[config.mk]
export PLATFORM = sky130hd
export DESIGN_NAME = wt_dcache
export DESIGN_NICKNAME = d
export VERILOG_FILES = /design/src/rtl/wt_dcache_pkg.sv /design/src/rtl/dcache_line_array.sv /design/src/rtl/wt_dcache.sv
export SDC_FILE = /design/constraint.sdc
export NUM_CORES = 2
export LEC_CHECK = 0
export BUFFER_PORTS_ARGS = -buffer_cell sky130_fd_sc_hd__buf_2
export CAP_MARGIN = 20
export CORE_MARGIN = 10
export CORE_UTILIZATION = 52
export CTS_CLUSTER_SIZE = 30
export DETAILED_ROUTE_END_ITERATION = 10
export PLACE_DENSITY = 0.68
export SETUP_SLACK_MARGIN = 0.2
export SYNTH_ARGS = -nofsm -noshare
export SYNTH_HDL_FRONTEND = slang
export SYNTH_SLANG_ARGS = --single-unit
[constraint.sdc]
create_clock -name clk -period 17.6 [get_ports clk]
set_input_delay 4.4 -clock clk [delete_from_list [all_inputs] [get_ports clk]]
set_output_delay 4.4 -clock clk [all_outputs]
set_load 0.1 [all_outputs]
[src/rtl/wt_dcache_pkg.sv]
// Shared types and width helpers for the write-through data cache.
// Used by wt_dcache and dcache_line_array.
package wt_dcache_pkg;

  typedef enum logic [2:0] {
    IDLE,
    RD_REQ,
    RD_WAIT,
    WR_REQ,
    WR_WAIT
  } state_t;

  // Top three address bits selecting the uncached KSEG1 window.
  localparam logic [2:0] KSEG1_SEG = 3'b101;

  function automatic int off_bits(input int data_w);
    return $clog2(data_w / 8);
  endfunction

  function automatic int line_count(input int index_w);
    return 1 << index_w;
  endfunction

  function automatic int tag_bits(input int addr_w, input int data_w, input int index_w);
    return addr_w - index_w - off_bits(data_w);
  endfunction

endpackage

[src/rtl/dcache_line_array.sv]
// Line storage for wt_dcache: valid flops with async clear, tag and byte-lane data
// arrays with a combinational read port and one byte-strobed write port.
module dcache_line_array
  import wt_dcache_pkg::*;
#(
  parameter int INDEX_BITS = 6,
  parameter int TAG_W      = 24,
  parameter int DATA_W     = 32
) (
  input  logic                  clk,
  input  logic                  rst,
  input  logic [INDEX_BITS-1:0] rd_index,
  output logic                  rd_valid,
  output logic [TAG_W-1:0]      rd_tag,
  output logic [DATA_W-1:0]     rd_data,
  input  logic                  wr_en,
  input  logic                  wr_fill,
  input  logic [INDEX_BITS-1:0] wr_index,
  input  logic [TAG_W-1:0]      wr_tag,
  input  logic [DATA_W/8-1:0]   wr_be,
  input  logic [DATA_W-1:0]     wr_data
);

  localparam int LINES = line_count(INDEX_BITS);
  localparam int NB    = DATA_W / 8;

  logic [LINES-1:0] valid_reg;
  logic [TAG_W-1:0] tag_mem [LINES];

  always_ff @(posedge clk or posedge rst) begin
    if (rst) begin
      valid_reg <= '0;
    end else if (wr_en && wr_fill) begin
      valid_reg[wr_index] <= 1'b1;
    end
  end

  // Tag only changes on a fill; write hits merge data under the existing tag.
  always_ff @(posedge clk) begin
    if (wr_en && wr_fill) begin
      tag_mem[wr_index] <= wr_tag;
    end
  end

  assign rd_valid = valid_reg[rd_index];
  assign rd_tag   = tag_mem[rd_index];

  genvar gi;
  generate
    for (gi = 0; gi < NB; gi++) begin : g_lane
      logic [7:0] lane_mem [LINES];

      always_ff @(posedge clk) begin
        if (wr_en && wr_be[gi]) begin
          lane_mem[wr_index] <= wr_data[gi*8 +: 8];
        end
      end

      assign rd_data[gi*8 +: 8] = lane_mem[rd_index];
    end
  endgenerate

endmodule

[src/rtl/wt_dcache.sv]
// Direct-mapped, write-through, no-write-allocate data cache with one-word lines.
// Optional macro UNCACHED_KSEG1_EN makes the KSEG1 window (top bits 3'b101) uncached.
module wt_dcache
  import wt_dcache_pkg::*;
#(
  parameter int ADDR_W     = 32,
  parameter int DATA_W     = 32,
  parameter int INDEX_BITS = 6
) (
  input  logic                clk,
  input  logic                rst,
  input  logic                data_en,
  input  logic [DATA_W/8-1:0] data_wen,
  input  logic [ADDR_W-1:0]   data_addr,
  input  logic [DATA_W-1:0]   data_wdata,
  output logic [DATA_W-1:0]   data_rdata,
  output logic                stall,
  output logic                mem_req,
  output logic                mem_wr,
  output logic [DATA_W/8-1:0] mem_wstrb,
  output logic [ADDR_W-1:0]   mem_addr,
  output logic [DATA_W-1:0]   mem_wdata,
  input  logic                mem_addr_ok,
  input  logic                mem_data_ok,
  input  logic [DATA_W-1:0]   mem_rdata
);

  localparam int OFF   = off_bits(DATA_W);
  localparam int TAG_W = tag_bits(ADDR_W, DATA_W, INDEX_BITS);
  localparam int NB    = DATA_W / 8;

  state_t state_reg, state_next;

  logic [ADDR_W-1:0] addr_reg;
  logic [DATA_W-1:0] wdata_reg;
  logic [NB-1:0]     wstrb_reg;
  logic [DATA_W-1:0] rdata_reg;
  logic              uncached_reg;

  logic [INDEX_BITS-1:0] req_index;
  logic [TAG_W-1:0]      req_tag;
  logic                  is_write;
  logic                  uncached;
  logic                  hit;
  logic                  start;
  logic                  load_hit;
  logic                  load_fill;
  logic                  unused_off;

  logic                  line_valid;
  logic [TAG_W-1:0]      line_tag;
  logic [DATA_W-1:0]     line_data;

  logic                  arr_wr_en;
  logic                  arr_wr_fill;
  logic [INDEX_BITS-1:0] arr_wr_index;
  logic [TAG_W-1:0]      arr_wr_tag;
  logic [NB-1:0]         arr_wr_be;
  logic [DATA_W-1:0]     arr_wr_data;

  assign req_index  = data_addr[OFF +: INDEX_BITS];
  assign req_tag    = data_addr[ADDR_W-1 -: TAG_W];
  assign is_write   = |data_wen;
  assign unused_off = ^data_addr[OFF-1:0];

`ifdef UNCACHED_KSEG1_EN
  assign uncached = (data_addr[ADDR_W-1 -: 3] == KSEG1_SEG);
`else
  assign uncached = 1'b0;
`endif

  assign hit = !uncached && line_valid && (line_tag == req_tag);

  dcache_line_array #(
    .INDEX_BITS(INDEX_BITS),
    .TAG_W     (TAG_W),
    .DATA_W    (DATA_W)
  ) u_lines (
    .clk     (clk),
    .rst     (rst),
    .rd_index(req_index),
    .rd_valid(line_valid),
    .rd_tag  (line_tag),
    .rd_data (line_data),
    .wr_en   (arr_wr_en),
    .wr_fill (arr_wr_fill),
    .wr_index(arr_wr_index),
    .wr_tag  (arr_wr_tag),
    .wr_be   (arr_wr_be),
    .wr_data (arr_wr_data)
  );

  // Write port: store hits merge the CPU bytes; refills take the whole bus word.
  always_comb begin
    arr_wr_en    = 1'b0;
    arr_wr_fill  = 1'b0;
    arr_wr_index = req_index;
    arr_wr_tag   = req_tag;
    arr_wr_be    = data_wen;
    arr_wr_data  = data_wdata;
    if (state_reg == IDLE && data_en && is_write && hit) begin
      arr_wr_en = 1'b1;
    end else if (state_reg == RD_WAIT && mem_data_ok && !uncached_reg) begin
      arr_wr_en    = 1'b1;
      arr_wr_fill  = 1'b1;
      arr_wr_index = addr_reg[OFF +: INDEX_BITS];
      arr_wr_tag   = addr_reg[ADDR_W-1 -: TAG_W];
      arr_wr_be    = '1;
      arr_wr_data  = mem_rdata;
    end
  end

  always_comb begin
    state_next = state_reg;
    stall      = 1'b0;
    start      = 1'b0;
    load_hit   = 1'b0;
    load_fill  = 1'b0;
    case (state_reg)
      IDLE: begin
        if (data_en) begin
          if (is_write) begin
            stall      = 1'b1;
            start      = 1'b1;
            state_next = WR_REQ;
          end else if (!hit) begin
            stall      = 1'b1;
            start      = 1'b1;
            state_next = RD_REQ;
          end else begin
            load_hit = 1'b1;
          end
        end
      end
      // A data_ok coinciding with addr_ok belongs to no accepted request yet.
      RD_REQ: begin
        stall = 1'b1;
        if (mem_addr_ok) state_next = RD_WAIT;
      end
      WR_REQ: begin
        stall = 1'b1;
        if (mem_addr_ok) state_next = WR_WAIT;
      end
      RD_WAIT: begin
        stall = !mem_data_ok;
        if (mem_data_ok) begin
          load_fill  = 1'b1;
          state_next = IDLE;
        end
      end
      WR_WAIT: begin
        stall = !mem_data_ok;
        if (mem_data_ok) state_next = IDLE;
      end
      default: state_next = IDLE;
    endcase
  end

  always_ff @(posedge clk or posedge rst) begin
    if (rst) begin
      state_reg    <= IDLE;
      addr_reg     <= '0;
      wdata_reg    <= '0;
      wstrb_reg    <= '0;
      rdata_reg    <= '0;
      uncached_reg <= 1'b0;
    end else begin
      state_reg <= state_next;
      if (start) begin
        addr_reg     <= {data_addr[ADDR_W-1:OFF], {OFF{1'b0}}};
        wdata_reg    <= data_wdata;
        wstrb_reg    <= data_wen;
        uncached_reg <= uncached;
      end
      if (load_hit) begin
        rdata_reg <= line_data;
      end else if (load_fill) begin
        rdata_reg <= mem_rdata;
      end
    end
  end

  assign mem_req    = (state_reg == RD_REQ) || (state_reg == WR_REQ);
  assign mem_wr     = (state_reg == WR_REQ);
  assign mem_addr   = addr_reg;
  assign mem_wdata  = wdata_reg;
  assign mem_wstrb  = wstrb_reg;
  assign data_rdata = rdata_reg;

endmodule

==> flow_summary.json <==
{
  "synth-seq-cells": 3749,
  "drtIter0Drc": 9733,
  "cp_common_cell": "buf_4",
  "fin_area_um2": 166000,
  "r2r_end": "u_lines.g_lane[2].lane_mem[49][2]",
  "crit_path_start_kind": "input pin",
  "synth_xor_area_share_pct": 0.174,
  "io_buffers": 203,
  "cap_violations": 0,
  "ys_seq_area_share_pct": 76.4,
  "dr.pass1.iters": 6,
  "synthSimpleGateAreaFrac_pct": 2.69,
  "numCtsBuffers": 374,
  "crit_path_end_kind": "primary output",
  "htree_levels": 5,
  "drc": 0,
  "grt_max_degree": 142,
  "cp_slowest_cell": "nor4_4",
  "rsz0062_at_grt": "false",
  "post_dp_cell_area_um2": 153000,
  "dieArea_um2": 303000,
  "final_hold_viol_count": 0,
  "avgSynthCellArea_um2": 21.4,
  "grt_first_pass_wirelength_um": 541000,
  "reg2reg_depth": 12,
  "syn_area_um2": 146000,
  "ant_nets": 0,
  "wl_per_cell_um": 33.5,
  "drive_above_1_share_pct": 29.6,
  "worstPathRequired_ns": 13.20,
  "critPathBufInv": 4,
  "r2r_start": "u_lines.tag_mem[47][11]",
  "min_from": "u_lines.valid_reg[32]",
  "ys_types": 70,
  "largest_register_ffs": 2048,
  "clock_skew_ns": 0.0784,
  "r2r_setup_slack_ns": 10.91,
  "finalSetupViolCount": 0,
  "grt_overflow": 0,
  "grt_use_total_pct": 24.7,
  "path_class": "in2out",
  "min_to": "u_lines.valid_reg[32]",
  "yosysTopAreaCell": "edfxtp_1",
  "post-cts-setup-buffers": 0,
  "yosysWarnings": 0,
  "finalSetupTns_ns": 0,
  "max_stage_delay_ns": 0.80,
  "dp.cells": 10600,
  "postCtsResizedCells": 0,
  "clk_path_buf_depth": 4,
  "cts_hold_buf": 0,
  "synthFlopType": "edfxtp_1",
  "synthMuxAreaShare_pct": 17.2,
  "antenna_found_initial": 19,
  "synth_area_leaders": "edfxtp_1 (74%), mux4_2 (14%), dfrtp_1 (2.8%)",
  "leakagePower_nw": 53.9,
  "dieHeight_um": 550,
  "vdd_drop_max_mv": 0.135,
  "synthAdderAreaFrac_pct": 0,
  "areaGrowthSynthToFinish_pct": 13.4,
  "n_fill_cell": 19600,
  "clock-root-buffer": "clkbuf_16",
  "min_period_over_period_pct": 82.7,
  "tightestPinTransition_ns": 1.23,
  "netlist.area_leader.share_pct": 73.6,
  "grt_pass1_vias": 73500,
  "vias": 73100,
  "synth-compound-area-share_pct": 2.14,
  "slew_violations": 0,
  "worstHoldPathCells": 1,
  "nNetsFinal": 7435,
  "synthArstFlopShare_pct": 4.40,
  "rows": 194,
  "status": "complete, no violations",
  "clkTransAtPathRegs_ns": 0.06,
  "clkLatencyLatePin_ns": 0.94,
  "synthCells": 6842,
  "power_mw": 22.3,
  "viasPerCell": 6.42,
  "dpl_worst_slack_ns": 2.96,
  "finalWirelength_um": 382000,
  "path_cells": "buf_12, buf_4, buf_4, mux4_2, mux2_2, a221oi_1, nor4_1, xnor2_1, nand2_1, nor4_4, a31oi_4, or3_1, buf_2",
  "cp_top_family": "buffers and inverters",
  "cts_sinks": 3749,
  "gp_congestion": 0.804,
  "start_util_pct": 52.3,
  "synth_top_family_by_area": "multiplexers",
  "hp-class": "reg2reg",
  "power_density_nw_per_um2": 135,
  "fmax_ghz": 0.0687,
  "min_period_ns": 14.55,
  "max_slew_margin_pct": 17.9,
  "path_max_fanout": 66,
  "dp_hpwl_um": 225000,
  "cts_tree": "built",
  "arrival_ns": 10.15,
  "fp.coreArea_um2": 280000,
  "layout_setup_ws_ns": 3.05,
  "fin_cells": 11400,
  "die_w_um": 550,
  "synth_edf_count": 3584,
  "critPathLaunch": "data_addr[2]",
  "num_io_pins": 208
}
## per-stage QoR
step           hold slack, ns  util (%)
3_3_place_gp            0.445      54.5
2_1_floorplan           0.433         -
6_report                0.460      59.3
4_1_cts                 0.463      59.0
5_1_grt                 0.470      59.3
3_5_place_dp            0.449      54.7
## placed cells by master, fill, tap and decap left out, types with 57 or more instances in the layout
cell type,instances
clkinv_2,57
a22oi_1,163
clkbuf_1,106
nor3_1,118
buf_4,246
buf_2,221
clkbuf_16,379
mux2i_1,403
clkinv_1,58
or2_2,66
dfrtp_1,165
nor2_1,170
nand3_1,86
mux4_2,886
nor2_4,61
edfxtp_1,3584
nand2_1,154
mux2_2,82
## synthesized netlist by cell type (all sizes together), types with 87 or more instances
library cell and number:
edfxtp 3584, mux2i 403, buf 210, dfrtp 165
nand3 87, mux2 96, a22oi 163, mux4 886
nand2 182, nor3 121, clkbuf 207, nor2 233
## worst register-to-register path: cells and delay by family, from the launching register on
family	cells	cell delay, ns
simple gates	3	2.02
compound gates	3	1.59
buf+inv	3	1.40
mux	2	0.76
flops	1	0.37
xor+xnor	1	0.15
## worst max path at each step
stage          slack [ns]     to  cells past startpoint
2_1_floorplan        5.03  stall                     16
3_3_place_gp         2.93  stall                     13
3_5_place_dp         2.96  stall                     13
4_1_cts              2.95  stall                     13
5_1_grt              2.80  stall                     13
6_report             3.05  stall                     13
## report_power, final
part	internal, mW	total, mW	switching, mW
combinational	0.797	3.56	2.76
clock	4.49	7.81	3.31
sequential	10.8	11.0	0.150
## cell families after synthesis
logic type,count (synthesis)
buffers and inverters,432
other,1
AND/OR/NAND/NOR,827
XOR/XNOR,29
flip-flops,3749
AO/OA/AOI/OAI,419
multiplexers,1385
## cell type report
class	instances	area, µm²	share of cell area (%)
Clock inverter	179	1770	1.07
Tap cell	3724	4660	2.81
Multi-Input combinational cell	2662	33200	20.0
Clock buffer	505	10200	6.13
Inverter	15	63.8	0.0385
Antenna cell	17	42.5	0.0257
Sequential cell	3749	112000	67.4
Timing Repair Buffer	528	4150	2.50
## per-layer routing
| metal | up-vias | track usage [%] | wire length (µm) |
|---|---|---|---|
| met2 | 3929 | 40.1 | 188000 |
| met5 | - | 0 | 68 |
| met4 | 12 | 9.89 | 16700 |
| li1 | 29600 | - | - |
| met3 | 722 | 4.36 | 34300 |
| met1 | 38900 | 33.6 | 143000 |
No activity file was read; power rests on OpenSTA's default activity.
